[src/rtl/oven_timekeeper.sv]
`default_nettype none
// ============================================================================
// Module   : oven_timekeeper
// Brief    : Time-of-day clock (24h or 12h BCD display) with a minute cook timer.
// Revision : 1.0
// ============================================================================
module oven_timekeeper #(
    parameter int TICK_DIV    = 50000000,
    parameter int SEC_PER_MIN = 60,
    parameter bit MODE_12H    = 1'b0
) (
    input  logic       clk,
    input  logic       reset,
    input  logic       onOff,
    input  logic       set_mode,
    input  logic       inc_min,
    input  logic       inc_hour,
    input  logic       timer_load,
    input  logic       timer_cancel,
    input  logic [6:0] timer_min,
    output logic [3:0] min_lo,
    output logic [3:0] min_hi,
    output logic [3:0] hour_lo,
    output logic [3:0] hour_hi,
    output logic       pm,
    output logic       sec_tick,
    output logic [3:0] tmr_lo,
    output logic [3:0] tmr_hi,
    output logic       timer_running,
    output logic       timer_alarm,
    output logic       timer_done
);

    localparam int PW = (TICK_DIV > 2) ? $clog2(TICK_DIV) : 1;
    localparam int SW = (SEC_PER_MIN > 2) ? $clog2(SEC_PER_MIN) : 1;

    localparam logic [PW-1:0] PRESC_MAX = PW'(TICK_DIV - 1);
    localparam logic [PW-1:0] PRESC_ONE = PW'(1);
    localparam logic [SW-1:0] SEC_MAX   = SW'(SEC_PER_MIN - 1);
    localparam logic [SW-1:0] SEC_ONE   = SW'(1);
    localparam logic [4:0]    HOUR_RST  = MODE_12H ? 5'd12 : 5'd0;

    localparam logic [1:0] T_IDLE = 2'd0;
    localparam logic [1:0] T_RUN  = 2'd1;
    localparam logic [1:0] T_DONE = 2'd2;

    logic [PW-1:0] r_presc;
    logic [SW-1:0] r_sec;
    logic [5:0]    r_min;
    logic [4:0]    r_hour;
    logic          r_pm;
    logic          r_tick;
    logic [1:0]    r_tstate;
    logic [6:0]    r_trem;
    logic [SW-1:0] r_tsec;
    logic          r_tdone;

    logic w_run;
    logic w_wrap;
    logic w_sec_wrap;
    logic w_set_min;
    logic w_set_hour;
    logic w_min_step;
    logic w_hour_step;

    // Hours are kept in binary: 0..23, or 1..12 when the 12-hour display is selected.
    function automatic logic [4:0] hour_next(input logic [4:0] h);
        if (MODE_12H)
            return (h == 5'd12) ? 5'd1 : h + 5'd1;
        else
            return (h == 5'd23) ? 5'd0 : h + 5'd1;
    endfunction

    function automatic logic [7:0] to_bcd(input logic [6:0] v);
        return {4'(v / 7'd10), 4'(v % 7'd10)};
    endfunction

    assign w_run       = onOff & ~set_mode;
    assign w_wrap      = w_run && (r_presc == PRESC_MAX);
    assign w_sec_wrap  = w_wrap && (r_sec == SEC_MAX);
    assign w_set_min   = set_mode & onOff & inc_min;
    assign w_set_hour  = set_mode & onOff & inc_hour;
    assign w_min_step  = w_sec_wrap | w_set_min;
    assign w_hour_step = (w_sec_wrap && (r_min == 6'd59)) | w_set_hour;

    always_ff @(posedge clk) begin
        if (reset) begin
            r_presc <= '0;
            r_sec   <= '0;
            r_tick  <= 1'b0;
            r_min   <= 6'd0;
            r_hour  <= HOUR_RST;
            r_pm    <= 1'b0;
        end else begin
            r_tick <= w_wrap;
            if (set_mode) begin
                r_presc <= '0;
                r_sec   <= '0;
            end else if (w_run) begin
                if (w_wrap) begin
                    r_presc <= '0;
                    r_sec   <= w_sec_wrap ? '0 : r_sec + SEC_ONE;
                end else begin
                    r_presc <= r_presc + PRESC_ONE;
                end
            end
            if (w_min_step)
                r_min <= (r_min == 6'd59) ? 6'd0 : r_min + 6'd1;
            if (w_hour_step) begin
                r_hour <= hour_next(r_hour);
                if (MODE_12H && (r_hour == 5'd11))
                    r_pm <= ~r_pm;
            end
        end
    end

    // Cancel outranks load; a fresh load discards any tick landing on the same edge.
    always_ff @(posedge clk) begin
        if (reset) begin
            r_tstate <= T_IDLE;
            r_trem   <= 7'd0;
            r_tsec   <= '0;
            r_tdone  <= 1'b0;
        end else begin
            r_tdone <= 1'b0;
            if (timer_cancel) begin
                r_tstate <= T_IDLE;
                r_trem   <= 7'd0;
                r_tsec   <= '0;
            end else if (timer_load && (timer_min != 7'd0)) begin
                r_tstate <= T_RUN;
                r_trem   <= (timer_min > 7'd99) ? 7'd99 : timer_min;
                r_tsec   <= '0;
            end else if ((r_tstate == T_RUN) && w_wrap) begin
                if (r_tsec == SEC_MAX) begin
                    r_tsec <= '0;
                    r_trem <= r_trem - 7'd1;
                    if (r_trem == 7'd1) begin
                        r_tstate <= T_DONE;
                        r_tdone  <= 1'b1;
                    end
                end else begin
                    r_tsec <= r_tsec + SEC_ONE;
                end
            end
        end
    end

    assign {min_hi, min_lo}   = to_bcd({1'b0, r_min});
    assign {hour_hi, hour_lo} = to_bcd({2'b00, r_hour});
    assign {tmr_hi, tmr_lo}   = to_bcd(r_trem);
    assign pm                 = r_pm;
    assign sec_tick           = r_tick;
    assign timer_running      = (r_tstate == T_RUN);
    assign timer_alarm        = (r_tstate == T_DONE);
    assign timer_done         = r_tdone;

endmodule
`default_nettype wire

[config.mk]
export PLATFORM = sky130hd
export DESIGN_NAME = oven_timekeeper
export DESIGN_NICKNAME = d
export VERILOG_FILES = /design/src/rtl/oven_timekeeper.sv
export SDC_FILE = /design/constraint.sdc
export NUM_CORES = 1
export LEC_CHECK = 0
export CORE_ASPECT_RATIO = 1.1
export CORE_MARGIN = 3
export CORE_UTILIZATION = 35
export CTS_BUF_LIST = sky130_fd_sc_hd__clkbuf_4 sky130_fd_sc_hd__clkbuf_8
export DETAILED_ROUTE_END_ITERATION = 8
export GPL_ROUTABILITY_DRIVEN = 0
export SLEW_MARGIN = 30
export SYNTH_ARGS = -nofsm -noshare
export SYNTH_HDL_FRONTEND = slang
export SYNTH_SLANG_ARGS = --single-unit
[constraint.sdc]
create_clock -name clk -period 3.6 [get_ports clk]
set_input_delay 0.72 -clock clk [delete_from_list [all_inputs] [get_ports clk]]
set_output_delay 0.72 -clock clk [all_outputs]
set_load 0.02 [all_outputs]
# Word level (Yosys, flattened, before mapping)
# Index checks and enable logic that the tools add are counted.
totals:
  ff_bits: 60
  latch_bits: 0
  ramBits: 0
  romBits: 0
  output_inout_bits: 29
  n_memories: 0
op_classes:
  n_addsub: 6
  n_mul: 0
  div: 6
  magnitude_cmp: 1
  n_eq_ne: 8
  n_shift: 0
  n_mux: 14
  bitwise: 9
  reduce_logical: 17
ops:
  columns: ["cell", "n"]
  rows:
  - ["$mux W7", 4]
  - ["$add A26 B1 Y26 const B", 1]
  - ["$eq A26 B26 Y1 const B", 1]
  - ["$mux W26", 1]
  - ["$add A6 B1 Y6 const B", 3]
  - ["$eq A6 B6 Y1 const B", 3]
  - ["$mux W6", 3]
  - ["$div A5 B4 Y7 const B", 1]
  - ["$div A6 B4 Y7 const B", 1]
  - ["$div A7 B4 Y7 const B", 1]
  - ["$eq A7 B1 Y1 const B", 1]
  - ["$gt A7 B7 Y1 const B", 1]
  - ["$mod A5 B4 Y7 const B", 1]
  - ["$mod A6 B4 Y7 const B", 1]
  - ["$mod A7 B4 Y7 const B", 1]
  - ["$reduce_bool A7 Y1", 1]
  - ["$sub A7 B1 Y7 const B", 1]
  - ["$reduce_and A3 Y1", 2]
  - ["$reduce_bool A2 Y1", 3]
  - ["$add A5 B1 Y5 const B", 1]
  - ["$eq A5 B5 Y1 const B", 1]
  - ["$logic_and A1 B1 Y1", 5]
  - ["$mux W1", 5]
  - ["$mux W5", 1]
  - ["other kinds (9)", 17]

# Depth between registers and ports, before layout
logic_depth:
  depth_word: 6
  ltp_mapped: 11
  mapped_depth_nobuf: 10

# Worst setup path before layout
# No wires, ideal clock.
synth_timing:
  path_type: "reg2out"
  start: "reg r_min[2]"
  end: "out min_lo[2]"
  arrival_ns: 2.918
  required_time_ns: 2.880
  setup_slack_ns: -0.038
  stages_incl_launch_ff: 12
  path_buffers: 1
  path_cell_list: "dfxtp_1 clkbuf_1 nand2_1 o21ai_0 a22o_1 xnor2_1 ha_1 inv_1 o2111ai_1 o21a_1 o21ai_0 mux2i_1"
synth_via:
  elab_chain_len: 1
synth_lines:
  columns: ["element", "line_no", "rtl"]
  rows:
  - ["from (decl)", "49", "logic [5:0] r_min;"]
  - ["from (signal assigned)", "108", "r_min <= (r_min == 6'd59) ? 6'd0 : r_min + 6'd1;"]
  - ["$mod A6 B4 Y7", "75", "return {4'(v / 7'd10), 4'(v % 7'd10)};"]
  - ["to (decl)", "21", "output logic [3:0] min_lo,"]
# No other way between the ends.

# Worst setup path after layout
layout_timing:
  start: "reg r_hour[3]"
  end: "out hour_lo[3]"
layout_via:
  elab_chain_len: 1
layout_lines:
  columns: ["element", "line_no", "rtl"]
  rows:
  - ["from (decl)", "50", "logic [4:0] r_hour;"]
  - ["from (signal assigned)", "110", "r_hour <= hour_next(r_hour);"]
  - ["$mod A5 B4 Y7", "75", null]
  - ["to (decl)", "23", "output logic [3:0] hour_lo,"]
# No other way between the ends.

==> flow_summary.ini <==
[synth]
syn_area_per_cell_sq_um = 8.13
synth_area_sq_mm = 0.00402
async_flop_share_pct = 0
synth_top_cells_by_area = dfxtp_1 30%, ha_1 5.3%, nor2_1 5.0%, xnor2_1 4.8%, xor2_1 4.4%
yosys_most_used_dff = dfxtp_1
seq_area_frac_synth_pct = 29.9
syn_inst = 494
synth-seq-cells = 60
ys_types = 68
yosysTopAreaCellShare_pct = 29.9
ys_warn_count = 0
yosysMostFrequentCell = dfxtp_1
yosysTopAreaCell = dfxtp_1
synth_common_cells = 60 x dfxtp_1, 54 x nor2_1, 42 x nand2_1, 22 x xnor2_1, 20 x xor2_1
synth_edf_count = 0

[routing]
avgRoutedWirePerCell_um = 12.9
viasPerCell = 5.16
ant_nets = 0
finalWirelength_um = 8820
first_pass_iters = 4
vias = 3512
drc = 0
drt_iter0_drc = 163

[cells_and_area]
layout.nets = 561
regArea_sq_mm = 0.00121
stdcell_count = 681
n_antenna_cell = 0
fill_cells = 1103
area_delta_synth_final_pct = 21.1
fin_util_pct = 44.0
multi_input_area_sq_mm = 0.00261
drive_gt1_share_pct = 13.1

[setup_path]
cp.depth = 8
path_buf_inv = 2
path_class = reg2out
slowest_stage = clkdlybuf4s50_1
reg2reg_to = r_presc[2]
critPathTopFamily = buffers and inverters
reg2regPathDepth = 8
cp_cell_sequence = or2_2 -> ha_1 -> a31oi_1 -> inv_1 -> a31oi_2 -> nand2_1 -> o21ai_0 -> clkdlybuf4s50_1
reg2reg_from = r_presc[0]
crit_fanout = 7
critPathArrivalTime_ns = 2.70
worst_setup_path_start_kind = flip-flop
max_stage_delay_ns = 0.62
rrSetupSlack_ns = 1.12
cp_data_required_time_ns = 2.88
end_kind = primary output

[hold_path]
min-delay-start = r_sec[1]
hold_end = r_sec[1]
hp-class = reg2reg
hold_path_depth = 2

[cts]
htree_levels = 3
insertion_delay_ns = 0.34
numCtsBuffers = 9
root_buffer = clkbuf_8
path_clk_slew_ns = 0.07
clock_path_buffers = 2
cts_tree = done
cts_sinks = 60

[timing]
rsz0062_at_grt = yes
fin_crit_sh_pct = 94.9
max_slew.worst_pin.slew_ns = 0.617
drv_slew = 0
hold_viol_final = 0
setup_tns_ns = 0
slew-limit-headroom_pct = 58.8
fmax_ghz = 0.293
fin_crit_ns = 3.42
finClkSkew_ns = 0.0107
setup_viol = 0

[placement]
dpl.hpwl_um = 6390
dp.cells = 664
io_buffers = 39

[floorplan]
fp.dieW_um = 108
io_pins = 44
start_util_pct = 36.3
die_h_um = 118
dieArea_sq_mm = 0.0128
row_count = 40
core_area_sq_mm = 0.0111

[grt]
overflow = 0
grt_pass1_vias = 3369
grt_max_degree = 25
antenna_found_initial = 0
grt.total_usage_pct = 14.2
grt_pass1_wl_um = 15200

[power_and_ir_drop]
power_density_mw_per_mm2 = 330
leakage_uw = 0.00178
p_total_uw = 1610
ir_drop_v = 0.000192

[run]
drv_cap = 0

[status]
status = completed
[flip-flops by register name, indices dropped and copies added, names as in the netlist]
signal and flops:
r_min 6, r_hour 5, r_presc 26, sec_tick 1, r_trem 7, timer_done 1
r_sec 6, r_tsec 6, r_tstate 2
[final cells by class]
cell class              count  share of cell area [%]
multi-input cells         382                    53.6
repair buffers             60                    11.4
clock buffers              12                    3.27
flip-flops and latches     60                    24.8
clock inverters             4                    1.96
inverters                  16                    1.23
well taps                 147                    3.78
[cell usage in the layout (no fill, tap or decap), types with 13 or more instances in the layout]
master	Yosys	final
dfxtp_1	60	56
nor2_1	54	54
nand2_1	42	42
clkdlybuf4s50_1	0	33
xnor2_1	22	21
buf_4	9	21
xor2_1	20	20
nand3_1	19	19
inv_1	16	16
ha_1	17	15
nor2b_1	14	14
nand2b_1	14	13
nand4_1	13	13
[layer usage]
layer	GRT usage (%)	vias up	wire, um
met5	0	-	0
met4	4.74	0	102
met3	2.89	8	278
met2	23.4	55	4190
met1	18.2	1634	4250
li1	-	1815	-
[per-stage QoR]
step	area, sq um	hold WS, ns	setup WS [ns]
finish	4860	0.490	0.183
global route	4860	0.525	-0.0120
CTS	4830	0.491	0.00497
detailed placement	4550	0.480	0.0861
global placement	4550	0.470	0.223
floorplan	4030	0.457	0.201
[what timing repair did]
action                                  CTS  global route
cloned                                    0             0
endpoints found under the setup margin    8             8
buffers inserted                          1             0
hold buffers                              0             0
pin swaps                                 1             0
resized for setup                         9            12
[worst max-delay path by stage]
stage,startpoint,to
after global routing,r_hour[3],hour_lo[1]
after CTS,r_min[3],min_lo[2]
after detailed placement,r_min[3],min_lo[2]
final,r_hour[3],hour_lo[3]
after global placement,r_min[3],min_lo[2]
after floorplan,r_min[2],min_lo[2]
[power breakdown]
group	switching, uW	internal, uW
clock network	265	505
registers	9.82	670
logic	84.6	71.7
total	360	1250
[cells by family (layout without fill, tap and decap cells)]
family          after synthesis  count (layout)  share of synthesized area, %
xor+xnor                     42              42                          9.16
other cells                   1               4                        0.0933
mux                          15              15                          3.83
fa+ha+maj                    17              17                          5.29
simple gates                225             225                          31.3
compound gates               79              79                          13.9
flops                        60              60                          29.9
buf+inv                      55              92                          6.51
[worst register-to-register path: cells and delay by family (launching register included)]
| kind | cells | cell delay, ns |
|---|---|---|
| adders and majority gates | 1 | 0.22 |
| buffers and inverters | 2 | 0.49 |
| DFF | 1 | 0.37 |
| and+or+nand+nor | 5 | 1.29 |
No activity file was read; power rests on OpenSTA's default activity.
==> patch, RTL diff (same flow settings) <==
Set the parameter `TICK_DIV` to 100000000 (it was 50000000).
--- a/src/rtl/oven_timekeeper.sv
+++ b/src/rtl/oven_timekeeper.sv
@@ -5,7 +5,7 @@
 // Revision : 1.0
 // ============================================================================
 module oven_timekeeper #(
-    parameter int TICK_DIV    = 50000000,
+    parameter int TICK_DIV    = 100000000,
     parameter int SEC_PER_MIN = 60,
     parameter bit MODE_12H    = 1'b0
 ) (
Check against the original RTL: no difference found for any inputs over 10 cycles, from zero or initial values and one cycle with reset high; that may be too few to reach the edited logic, so the function may still have changed.
==> patch against the unedited design <==
Worst setup slack got worse by 0.034 ns; first-iteration DRC count is 53% higher; routed wire length up 18%; area after synthesis up 7.2%; worst hold slack lost 0.011 ns; combinational power is 49% higher; sequential cell count rose by 1; total power shrank 3.7%; clock skew up 0.0072 ns; global-route usage is 0.80 points higher; synthesized cell count rose by 11%; design area up 5.1%; count of clock-buffer cells in the layout shrank 1; critical path type unchanged.
==> patch: results <==
export IMPL_status="complete, no violations"
export IMPL_place_area_mm2=0.004887
export IMPL_worstRegToRegCells=6
export IMPL_hpwl_mm=7.573
export IMPL_cts_buffers=9
export IMPL_crit_path_max_incr_delay_ns=0.37
export IMPL_synthAdderAreaFrac_pct=6.390
export IMPL_min_path_type="reg2reg"
export IMPL_cts_max_level=3
export IMPL_grt_usage_pct=14.95
export IMPL_synth_xor_area_share_pct=7.726
export IMPL_synthTopCellsByCount="nor2_1 (63), dfxtp_1 (61), nand2_1 (34), xnor2_1 (33)"
export IMPL_cpMaxStageDelayCell="dfxtp_2"
export IMPL_ys_seq_area_share_pct=28.35
export IMPL_insertion_delay_ns=0.36
export IMPL_grt_pass1_wl_mm=17.24
export IMPL_r2r_end="r_trem[4]"
export IMPL_synthMuxAreaShare_pct=2.672
export IMPL_cp_max_fo=8
export IMPL_cts_root_buf="clkbuf_8"
export IMPL_clock_skew_final_ns=0.01788
export IMPL_slew_headroom_pct=58.94
export IMPL_startpoint="r_trem[6]"
export IMPL_timing_rr_start="r_presc[0]"
export IMPL_async_reset_ff_share_pct=0
export IMPL_drt_pass1_iterations=4
export IMPL_drtIter0Drc=249
export IMPL_fillers=1165
export IMPL_cp_top_family="compound AO/OA/AOI/OAI gates"
export IMPL_viasPerCell=5.507
export IMPL_grt_start_max_net_pins=25
export IMPL_yosys_warnings=0
export IMPL_drive_gt1_share_pct=11.66
export IMPL_synth_compound_area_share_pct=18.04
export IMPL_ys_types=71
export IMPL_ir_drop_v=0.0001511
export IMPL_holdPathStages=2
export IMPL_leakagePower_nw=1.864
export IMPL_crit_path_end="tmr_lo[2]"
export IMPL_port_buffers=39
export IMPL_antenna_found_initial=0
export IMPL_yosys_top_cells_area="dfxtp_1 (28%), xnor2_1 (6.7%), ha_1 (6.4%), nor2_1 (5.5%), nand3_1 (3.0%)"
export IMPL_grt_pass1_vias=3814
export IMPL_reg_largest_list="r_presc: 27 flops, r_trem: 7 flops"
export IMPL_totalWireLength_mm=10.42
export IMPL_cp_data_arrival_time_ns=2.73
export IMPL_reg2reg_slack_ns=1.23
export IMPL_nets=624
patch: how the worst min path moves through the flow:
stage / slack, ns / to / start
after global placement: 0.46 / r_sec[1] / r_sec[1]
after global routing: 0.51 / r_sec[1] / r_sec[1]
after floorplan: 0.45 / r_sec[1] / r_sec[1]
final: 0.48 / r_sec[1] / r_sec[1]
after CTS: 0.48 / r_sec[1] / r_sec[1]
after detailed placement: 0.47 / r_sec[1] / r_sec[1]
patch: final cells by class:
cell class / count / area share [%]
clock buffer: 11 / 2.838
sequential: 61 / 23.98
inverter: 26 / 1.908
clock inverter: 5 / 0.9787
multi-input combinational: 428 / 55.96
timing repair buffer: 61 / 10.67
tap: 150 / 3.670
patch: per-stage QoR:
stage	util, %	hold WS, ns	total power, mW	worst slack, ns	std cells
2_1_floorplan	-	0.4478	0.8554	0.07597	551
5_1_grt	43.53	0.5122	1.616	-0.03865	742
3_5_place_dp	41.60	0.4716	0.9414	0.04146	725
6_report	43.53	0.4784	1.547	0.1486	742
3_3_place_gp	41.60	0.4622	0.9370	0.2212	725
4_1_cts	43.32	0.4814	1.560	0.01085	741
patch: report_power, final:
| part | leakage [nW] | internal [mW] | switching, mW |
|---|---|---|---|
| clock | 0.106 | 0.342 | 0.280 |
| sequential | 0.495 | 0.683 | 0.0109 |
| combinational | 1.26 | 0.0987 | 0.133 |
| total | 1.86 | 1.12 | 0.423 |
patch: timing repair:
action                                  CTS  global route
setup buffers                             0             1
hold endpoints to repair                  0             0
endpoints found under the setup margin   10             7
pin swaps                                 0             1
resized for setup                        13            14
patch: per-layer routing:
metal	share of wire (%)	up-vias	routed length, µm	track usage (%)
li1	-	2057	-	-
met1	48	1959	4959	18.99
met2	49	61	5059	25.49
met3	2.8	9	288	2.663
met4	1.0	0	108	5.475
met5	0	-	0	0
